File: config.mk
export PLATFORM = sky130hd
export DESIGN_NAME = topk_sorter
export DESIGN_NICKNAME = d
export VERILOG_FILES = /design/src/rtl/topk_sorter.sv
export SDC_FILE = /design/constraint.sdc
export NUM_CORES = 1
export LEC_CHECK = 0
export CAP_MARGIN = 20
export CORE_ASPECT_RATIO = 0.5
export CORE_MARGIN = 4
export CORE_UTILIZATION = 40
export DETAILED_ROUTE_END_ITERATION = 10
export PLACE_DENSITY = 0.57
export SETUP_SLACK_MARGIN = 0.4
export SLEW_MARGIN = 30
export SYNTH_ARGS = -nofsm -noshare
export SYNTH_HDL_FRONTEND = slang
export SYNTH_SLANG_ARGS = --single-unit
File: constraint.sdc
create_clock -name clk -period 10.35 [get_ports clk]
set_clock_uncertainty 0.2 [all_clocks]
set_input_delay 2.07 -clock clk [delete_from_list [all_inputs] [get_ports clk]]
set_output_delay 2.07 -clock clk [all_outputs]
set_load 0.05 [all_outputs]
File: src/rtl/topk_sorter.sv
// K-entry insertion-sorted (data, count) register array that keeps the highest counts in
// descending order, with drain FSM, clear and status outputs. Optional macro: TOPK_DEDUP_EN.
module topk_sorter #(
  parameter int DATA_SIZE   = 4,
  parameter int LENGTH_SIZE = 6,
  parameter int K           = 8,
  parameter int OCC_SIZE    = 4
) (
  input  logic                   clk,
  input  logic                   rst,
  input  logic                   clear,
  input  logic                   in_valid,
  output logic                   in_ready,
  input  logic [DATA_SIZE-1:0]   in_data,
  input  logic [LENGTH_SIZE-1:0] in_count,
  input  logic                   start_drain,
  output logic                   out_valid,
  input  logic                   out_ready,
  output logic [DATA_SIZE-1:0]   out_data,
  output logic [LENGTH_SIZE-1:0] out_count,
  output logic                   out_last,
  output logic                   drain_done,
  output logic [OCC_SIZE-1:0]    occupancy,
  output logic [LENGTH_SIZE-1:0] min_count
);

  // Handshakes: a beat transfers on a rising edge where valid and ready are both high.
  typedef enum logic {COLLECT, DRAIN} state_t;
  state_t state;

  logic                   valid_q [K];
  logic [DATA_SIZE-1:0]   data_q  [K];
  logic [LENGTH_SIZE-1:0] count_q [K];

  logic                   cv [K];
  logic [DATA_SIZE-1:0]   cd [K];
  logic [LENGTH_SIZE-1:0] cc [K];
  logic                   nv [K];
  logic [DATA_SIZE-1:0]   nd [K];
  logic [LENGTH_SIZE-1:0] nc [K];

  logic                   accept;
  logic                   found;
  logic                   fits;
  int                     p;
  logic [OCC_SIZE-1:0]    occ_n;
  logic [LENGTH_SIZE-1:0] min_n;
  logic [OCC_SIZE-1:0]    rd;
  logic                   rd_valid;
  logic                   rd_next_valid;
  logic [DATA_SIZE-1:0]   rd_data;
  logic [LENGTH_SIZE-1:0] rd_count;

`ifdef TOPK_DEDUP_EN
  logic hit;
  int   m;
`endif

  assign in_ready = (state == COLLECT);
  assign accept   = in_valid && in_ready && (in_count != '0);

  always_comb begin
    found = 1'b0;
    fits  = 1'b0;
    p     = 0;
    for (int i = 0; i < K; i++) begin
      cv[i] = valid_q[i];
      cd[i] = data_q[i];
      cc[i] = count_q[i];
    end
`ifdef TOPK_DEDUP_EN
    hit = 1'b0;
    m   = 0;
    for (int i = 0; i < K; i++) begin
      if (!hit && valid_q[i] && (data_q[i] == in_data)) begin
        hit = 1'b1;
        m   = i;
      end
      if (!valid_q[i] || (in_count > count_q[i])) fits = 1'b1;
    end
    // Remove the matching symbol first; whether it re-enters is judged against the original list.
    if (accept && hit) begin
      for (int i = 0; i < K - 1; i++) begin
        if (i >= m) begin
          cv[i] = valid_q[i+1];
          cd[i] = data_q[i+1];
          cc[i] = count_q[i+1];
        end
      end
      cv[K-1] = 1'b0;
      cd[K-1] = '0;
      cc[K-1] = '0;
    end
`endif
    for (int i = 0; i < K; i++) begin
      if (!found && (!cv[i] || (in_count > cc[i]))) begin
        found = 1'b1;
        p     = i;
      end
    end
`ifndef TOPK_DEDUP_EN
    fits = found;
`endif
    for (int i = 0; i < K; i++) begin
      nv[i] = cv[i];
      nd[i] = cd[i];
      nc[i] = cc[i];
    end
    if (accept && fits && found) begin
      for (int i = 1; i < K; i++) begin
        if (i > p) begin
          nv[i] = cv[i-1];
          nd[i] = cd[i-1];
          nc[i] = cc[i-1];
        end
      end
      for (int i = 0; i < K; i++) begin
        if (i == p) begin
          nv[i] = 1'b1;
          nd[i] = in_data;
          nc[i] = in_count;
        end
      end
    end
    occ_n = '0;
    for (int i = 0; i < K; i++) occ_n = occ_n + {{(OCC_SIZE-1){1'b0}}, nv[i]};
    min_n = nv[K-1] ? nc[K-1] : '0;
  end

  always_comb begin
    rd_valid      = 1'b0;
    rd_next_valid = 1'b0;
    rd_data       = '0;
    rd_count      = '0;
    for (int i = 0; i < K; i++) begin
      if (rd == OCC_SIZE'(i)) begin
        rd_valid = valid_q[i];
        rd_data  = data_q[i];
        rd_count = count_q[i];
      end
    end
    for (int i = 0; i < K - 1; i++) begin
      if (rd == OCC_SIZE'(i)) rd_next_valid = valid_q[i+1];
    end
  end

  assign out_valid = (state == DRAIN) && rd_valid;
  assign out_data  = rd_data;
  assign out_count = rd_count;
  assign out_last  = out_valid && ((rd == OCC_SIZE'(K - 1)) || !rd_next_valid);

  always_ff @(posedge clk or posedge rst) begin
    if (rst) begin
      state      <= COLLECT;
      rd         <= '0;
      drain_done <= 1'b0;
      occupancy  <= '0;
      min_count  <= '0;
      for (int i = 0; i < K; i++) begin
        valid_q[i] <= 1'b0;
        data_q[i]  <= '0;
        count_q[i] <= '0;
      end
    end else begin
      drain_done <= 1'b0;
      if (clear) begin
        state     <= COLLECT;
        rd        <= '0;
        occupancy <= '0;
        min_count <= '0;
        for (int i = 0; i < K; i++) begin
          valid_q[i] <= 1'b0;
          data_q[i]  <= '0;
          count_q[i] <= '0;
        end
      end else begin
        case (state)
          COLLECT: begin
            for (int i = 0; i < K; i++) begin
              valid_q[i] <= nv[i];
              data_q[i]  <= nd[i];
              count_q[i] <= nc[i];
            end
            occupancy <= occ_n;
            min_count <= min_n;
            if (start_drain) begin
              state <= DRAIN;
              rd    <= '0;
            end
          end
          DRAIN: begin
            // An empty slot at the read index only happens when the list was empty on entry.
            if (!rd_valid || (out_ready && out_last)) begin
              state      <= COLLECT;
              rd         <= '0;
              drain_done <= 1'b1;
              occupancy  <= '0;
              min_count  <= '0;
              for (int i = 0; i < K; i++) begin
                valid_q[i] <= 1'b0;
                data_q[i]  <= '0;
                count_q[i] <= '0;
              end
            end else if (out_ready) begin
              rd <= rd + 1'b1;
            end
          end
          default: state <= COLLECT;
        endcase
      end
    end
  end

endmodule
==> impl_metrics.yaml, run 1 <==
setup_path:
  critPathCaptureType: "flop"
  r2r_start: "cc[29]"
  rrSetupSlack_ns: 4.73
  start_kind: "primary input"
  reg2regPathDepth: 18
  crit_type: "primary input to flop"
  critPathArrivalTime_ns: 7.97
  worstPathRequired_ns: 10.35
  crit_path_max_fanout: 17
  rr_endpoint: "occupancy[2]"
global_routing:
  use_met1_pct: 32.65
  antenna_found_initial: 0
  grt_usage_pct: 20.25
  globalRouteMet3Util_pct: 2.555
  globalRoute.totalOverflow: 0
  grt_use_met2_pct: 28.94
  first_global_vias: 5756
  grt_max_degree: 68
  grt_busiest_layer: "met1"
  grt_first_pass_wirelength_um: 34160
synth:
  synth_common_cells: "104 x dfrtp_1, 74 x nor2_1, 69 x mux2i_1, 63 x nand2_1, 59 x inv_1"
  synth_top_flop_cell: "dfrtp_1"
  post-synth-top-count-cell: "dfrtp_1"
  synth_compound_area_share_pct: 21.13
  yosys_warnings: 0
  synth_xor_xnor_area_share_pct: 0.1175
  synthSimpleGateAreaFrac_pct: 14.27
  ys_seq_elements: 104
  yosysSeqAreaShare_pct: 34.93
  syn_inst: 808
  synth_top_area_cell: "dfrtp_1"
  ys_top_cells_by_area: "dfrtp_1 35%, mux2i_1 9.3%, ha_1 9.2%, nor2_1 3.7%, a21oi_1 3.6%"
  synthAdderAreaFrac_pct: 10.31
  synthMuxAreaShare_pct: 13.10
  syn_nets: 883
  syn-cell-area_um2: 7451
  syn_area_per_cell_um2: 9.221
  synth_top_family_by_area: "compound AO/OA/AOI/OAI gates"
  async_reset_ff_share_pct: 100.0
  synth_top_area_share_pct: 34.93
  ys_types: 65
  synth_edf_count: 0
floorplanning:
  die_y_um: 104.5
  core.rowCount: 34
  core-area_um2: 17820
  die_w_um: 201.0
  start_util_pct: 41.80
  die_area_um2: 21010
  io_pins: 40
clock_tree:
  cts_root_buf: "clkbuf_16"
  cts_htree_levels: 3
  cts-resized-gates: 0
  clockBufferDepth: 2
  clk_latency_ns: 0.36
  path_clk_slew_ns: 0.08
  cts_made_buffers: 9
  postCtsSetupBuffers: 0
  ctsHoldBuffers: 0
  numClockSinks: 104
  cts_tree: "built"
timing:
  fin_ws_ns: 2.375
  hold_viol: 0
  min_period_over_period_pct: 77.06
  setup_violations: 0
  fmax_mhz: 125.4
  worst_slew_pin_slew_ns: 0.9337
  fin_tns_setup_ns: 0
  slew_headroom_pct: 37.75
  slew_viol_final: 0
  finalCriticalPeriod_ns: 7.975
  grt_setup_unrepaired: "false"
  timing.hold.ws_ns: 0.2845
final_layout:
  nFillCells: 1699
  drive_above_1_share_pct: 6.863
  nets: 886
  fin_util_pct: 46.59
  syn2layout_area_growth_pct: 11.45
  num_antenna_cells: 0
drt:
  drt_wl_total_um: 21750
  wl_per_cell_um: 20.72
  dr_total_vias: 6253
  drtAntennaViolNets: 0
  first_iter_violations: 494
  drt_first_pass_iters: 7
  drc: 0
  viasPerCell: 5.955
place:
  port_buffers: 39
  routabilityCongestion: 0.8606
  hpwl_um: 15480
  pre_cts_ws_ns: 2.000
power_and_ir_drop:
  switching_share_pct: 31.76
  combPwrFrac_pct: 18.2
  power.leakage_nw: 3.750
  seq_power_share_pct: 44.7
  p_per_area_nw_per_um2: 114.6
  peakVddDrop_mv: 0.08757
  finalPower_w: 0.0009516
  p_int_w: 0.0006494
  p_clk_share_pct: 37.1
  p_switching_w: 0.0003022
hold_path:
  whs_path_depth: 2
  hold_path_class: "flop to flop"
  hold_path_end: "occupancy[3]"
  hold_start: "occupancy[3]"
status:
  status: "complete, no violations"
run:
  drv_cap: 0
-- metrics by stage --
| stage | area (µm²) | cells |
|---|---|---|
| floorplan | 7451 | 808 |
| global placement | 7975 | 1033 |
| detailed placement | 7998 | 1034 |
| CTS | 8287 | 1050 |
| global route | 8304 | 1050 |
| finish | 8304 | 1050 |
-- power by group through the flow --
stage          Sequential (W)  Combinational [W]  Clock [W]
6_report             0.000425           0.000173   0.000353
5_1_grt              0.000427           0.000192   0.000373
4_1_cts              0.000425           0.000174   0.000361
3_5_place_dp         0.000433           0.000173          0
3_3_place_gp         0.000433           0.000170          0
2_1_floorplan        0.000440           0.000110          0
-- worst max-delay path by stage --
stage / from / to / slack, ns / cells after the start
after floorplan: in_count[5] / occupancy[1] / 3.64 / 17
after global placement: in_count[0] / occupancy[2] / 2.21 / 19
after detailed placement: in_count[0] / occupancy[2] / 2.00 / 19
after CTS: in_count[0] / occupancy[2] / 2.39 / 19
after global routing: in_count[2] / occupancy[2] / 1.97 / 18
final: in_count[5] / occupancy[2] / 2.37 / 18
-- area by class of cell --
class                   count  area [µm²]  area share (%)
multi-input cells         589        4431           53.35
clock inverters             6       50.05          0.6027
flip-flops and latches    104        2603           31.34
well taps                 234       292.8           3.526
repair buffers             48       465.4           5.605
clock buffers              10       239.0           2.878
inverters                  59       224.0           2.697
-- layout by cell type, fill, tap and decap left out, types with 13 or more instances in the layout --
master             n
nand3_1           15
a22o_1            15
o2bb2ai_1         13
mux2i_1           69
dfrtp_1          104
inv_1             58
ha_1              55
a21oi_1           52
o31ai_1           29
o21ai_0           15
nand2_1           62
nor2_1            73
clkdlybuf4s50_1   39
-- state kept, by name, summed over array words and instances, names as in the netlist --
register	flops
cc	48
cd	32
cv	8
min_count	6
occupancy	4
rd	4
drain_done	1
state	1
-- routing by layer --
layer / vias to the layer above / part of all wire, %
met5: - / 0
met4: 0 / 0.61
met3: 12 / 5.0
met2: 168 / 42
met1: 3122 / 53
li1: 2951 / -
-- logic make-up (layout without fill, tap and decap cells) --
| family | Yosys count | count (layout) |
|---|---|---|
| xor gates and xnor gates | 1 | 1 |
| buffers and inverters | 115 | 123 |
| muxes | 91 | 91 |
| and+or+nand+nor | 220 | 220 |
| DFF | 104 | 104 |
| AOI/OAI and AO/OA | 218 | 218 |
| adders and majority gates | 59 | 59 |
-- critical path, cell delays in order --
cell             delay [ns]
clkdlybuf4s50_1        0.87
ha_1                   0.56
nand3_1                0.09
or2_1                  0.24
o21ai_1                0.16
and3b_1                0.47
and4_4                 0.31
nand2b_1               0.40
nor2_1                 0.13
a21oi_1                0.22
fa_1                   0.47
fa_1                   0.51
fa_1                   0.55
inv_1                  0.04
ha_1                   0.21
fa_1                   0.38
xnor2_1                0.16
o21ai_0                0.10
Power figures use the tool's default switching activity.
==> inputs of run 2 (changes only) <==
PLACE_DENSITY = 0.59   (was 0.57)
clock period = 6.8 ns   (was 10.35 ns; I/O delays follow)
==> run 2 against run 1 <==
Via count up 1.2%. Clock power rose by 50%. Worst setup slack worse by 1.7 ns. Routed wire length fell by 1.5%. Power grew 54%. Die area unchanged. Critical path depth rose by 1. Hold slack got worse by 0.0064 ns.
==> impl_metrics.yaml, run 2 (same netlist as run 1, synthesis figures left out) <==
final_layout:
  final_cell_area_um2: 8638
  layout_common_cells: "104 x dfrtp_1, 72 x nor2_1, 69 x mux2i_1, 62 x nand2_1, 56 x inv_1"
  syn2layout_area_growth_pct: 15.94
  nets: 914
  num_antenna_cells: 0
  final_common_cell: "dfrtp_1"
  drive_above_1_share_pct: 11.49
  fin_util_pct: 48.46
  largest_reg_flops: 48
  nFillCells: 1653
status:
  status: "complete, no violations"
power_and_ir_drop:
  combPwrFrac_pct: 19.4
  p_int_w: 0.001013
  p_per_area_nw_per_um2: 169.3
  seq_power_share_pct: 44.2
  power.leakage_nw: 3.901
  switching_share_pct: 30.71
  peakVddDrop_mv: 0.1028
  p_clk_share_pct: 36.3
  p_switching_w: 0.0004490
global_routing:
  grt_usage_pct: 20.25
  first_global_vias: 6073
  antenna_found_initial: 0
  grt_first_pass_wirelength_um: 34400
  grt_max_degree: 68
  globalRoute.totalOverflow: 0
floorplanning:
  start_util_pct: 41.80
  die_w_um: 201.0
  die_area_um2: 21010
  die_y_um: 104.5
  core.rowCount: 34
  io_pins: 40
  core-area_um2: 17820
clock_tree:
  cts_htree_levels: 3
  clk_latency_ns: 0.35
  clockBufferDepth: 2
  ctsHoldBuffers: 0
  cts_tree: "built"
  numClockSinks: 104
  cts_made_buffers: 9
  cts_root_buf: "clkbuf_16"
  path_clk_slew_ns: 0.07
place:
  routabilityCongestion: 0.8564
  placed_area_um2: 8169
  hpwl_um: 15400
  port_buffers: 39
  pre_cts_ws_ns: 0.1638
drt:
  drt_first_pass_iters: 5
  wl_per_cell_um: 19.88
  drtAntennaViolNets: 0
  first_iter_violations: 541
  drt_wl_total_um: 21430
  viasPerCell: 5.868
  dr_total_vias: 6326
  drc: 0
setup_path:
  reg2regPathDepth: 18
  start_kind: "primary input"
  critPathArrivalTime_ns: 6.18
  critPathCaptureType: "flop"
  worstPathRequired_ns: 6.82
  crit_type: "primary input to flop"
  crit_path_max_fanout: 17
timing:
  fmax_mhz: 162.2
  hold_viol: 0
  grt_setup_unrepaired: "false"
  fin_tns_setup_ns: 0
  worst_slew_pin_slew_ns: 0.9417
  min_period_over_period_pct: 90.65
  slew_viol_final: 0
  setup_violations: 0
  finalCriticalPeriod_ns: 6.164
  fin_ws_ns: 0.6360
  slew_headroom_pct: 37.22
run:
  drv_cap: 0
hold_path:
  hold_path_class: "flop to flop"
  whs_path_depth: 2
run 2: critical path: stages:
cell,delay (ns)
clkdlybuf4s50_1,0.51
buf_12,0.17
ha_1,0.26
and4_1,0.21
o21ai_1,0.10
a32oi_2,0.17
nor4_4,0.33
buf_4,0.18
nand2_1,0.05
o21ai_1,0.25
o2bb2ai_2,0.17
fa_1,0.47
fa_1,0.52
fa_1,0.55
inv_1,0.04
ha_1,0.21
fa_1,0.38
xnor2_1,0.15
o21ai_0,0.08
run 2: power by group through the flow:
stage / registers, W / logic [W] / clock network, W
floorplan: 0.000669 / 0.000168 / 0
global placement: 0.000659 / 0.000270 / 0
detailed placement: 0.000659 / 0.000274 / 0
CTS: 0.000646 / 0.000276 / 0.000540
global route: 0.000649 / 0.000313 / 0.000568
finish: 0.000647 / 0.000284 / 0.000531
run 2: worst paths after layout:
path                              startpoint           end  slack (ns)
max in group asynchronous                rst        cd[23]        4.13
worst max register to register        cc[47]  occupancy[2]        1.81
worst min-delay path            occupancy[3]  occupancy[3]        0.28
worst max-delay path             in_count[3]  occupancy[2]        0.64
worst min register to register  occupancy[3]  occupancy[3]        0.28
min in group asynchronous                rst    drain_done        1.30
run 2: area by class of cell:
class	instances	area [µm²]	share of cell area, %
Sequential cell	104	2603	30.13
Clock buffer	11	252.7	2.926
Multi-Input combinational cell	589	4481	51.87
Tap cell	234	292.8	3.389
Inverter	59	230.2	2.665
Clock inverter	5	45.04	0.5214
Timing Repair Buffer	76	734.5	8.502
run 2: routing by layer:
metal | routed length (µm) | global-route usage, % | up-vias | share of wire [%]
met5 | 0 | 0 | - | 0
met4 | 290 | 3.876 | 0 | 1.4
met3 | 1141 | 3.084 | 24 | 5.3
met2 | 9073 | 30.17 | 194 | 42
met1 | 10930 | 31.20 | 3100 | 51
li1 | - | - | 3008 | -
run 2: metrics by stage:
stage	hold slack [ns]	total power [W]	std cells
2_1_floorplan	0.2492	0.0008367	808
3_3_place_gp	0.2630	0.0009287	1049
3_5_place_dp	0.2699	0.0009332	1050
4_1_cts	0.2870	0.001463	1066
5_1_grt	0.3313	0.001530	1078
6_report	0.2781	0.001462	1078
run 2: what timing repair did:
item,4_1_cts,5_1_grt
setup buffers,0,12
resized for setup,0,18
endpoints found under the setup margin,0,2
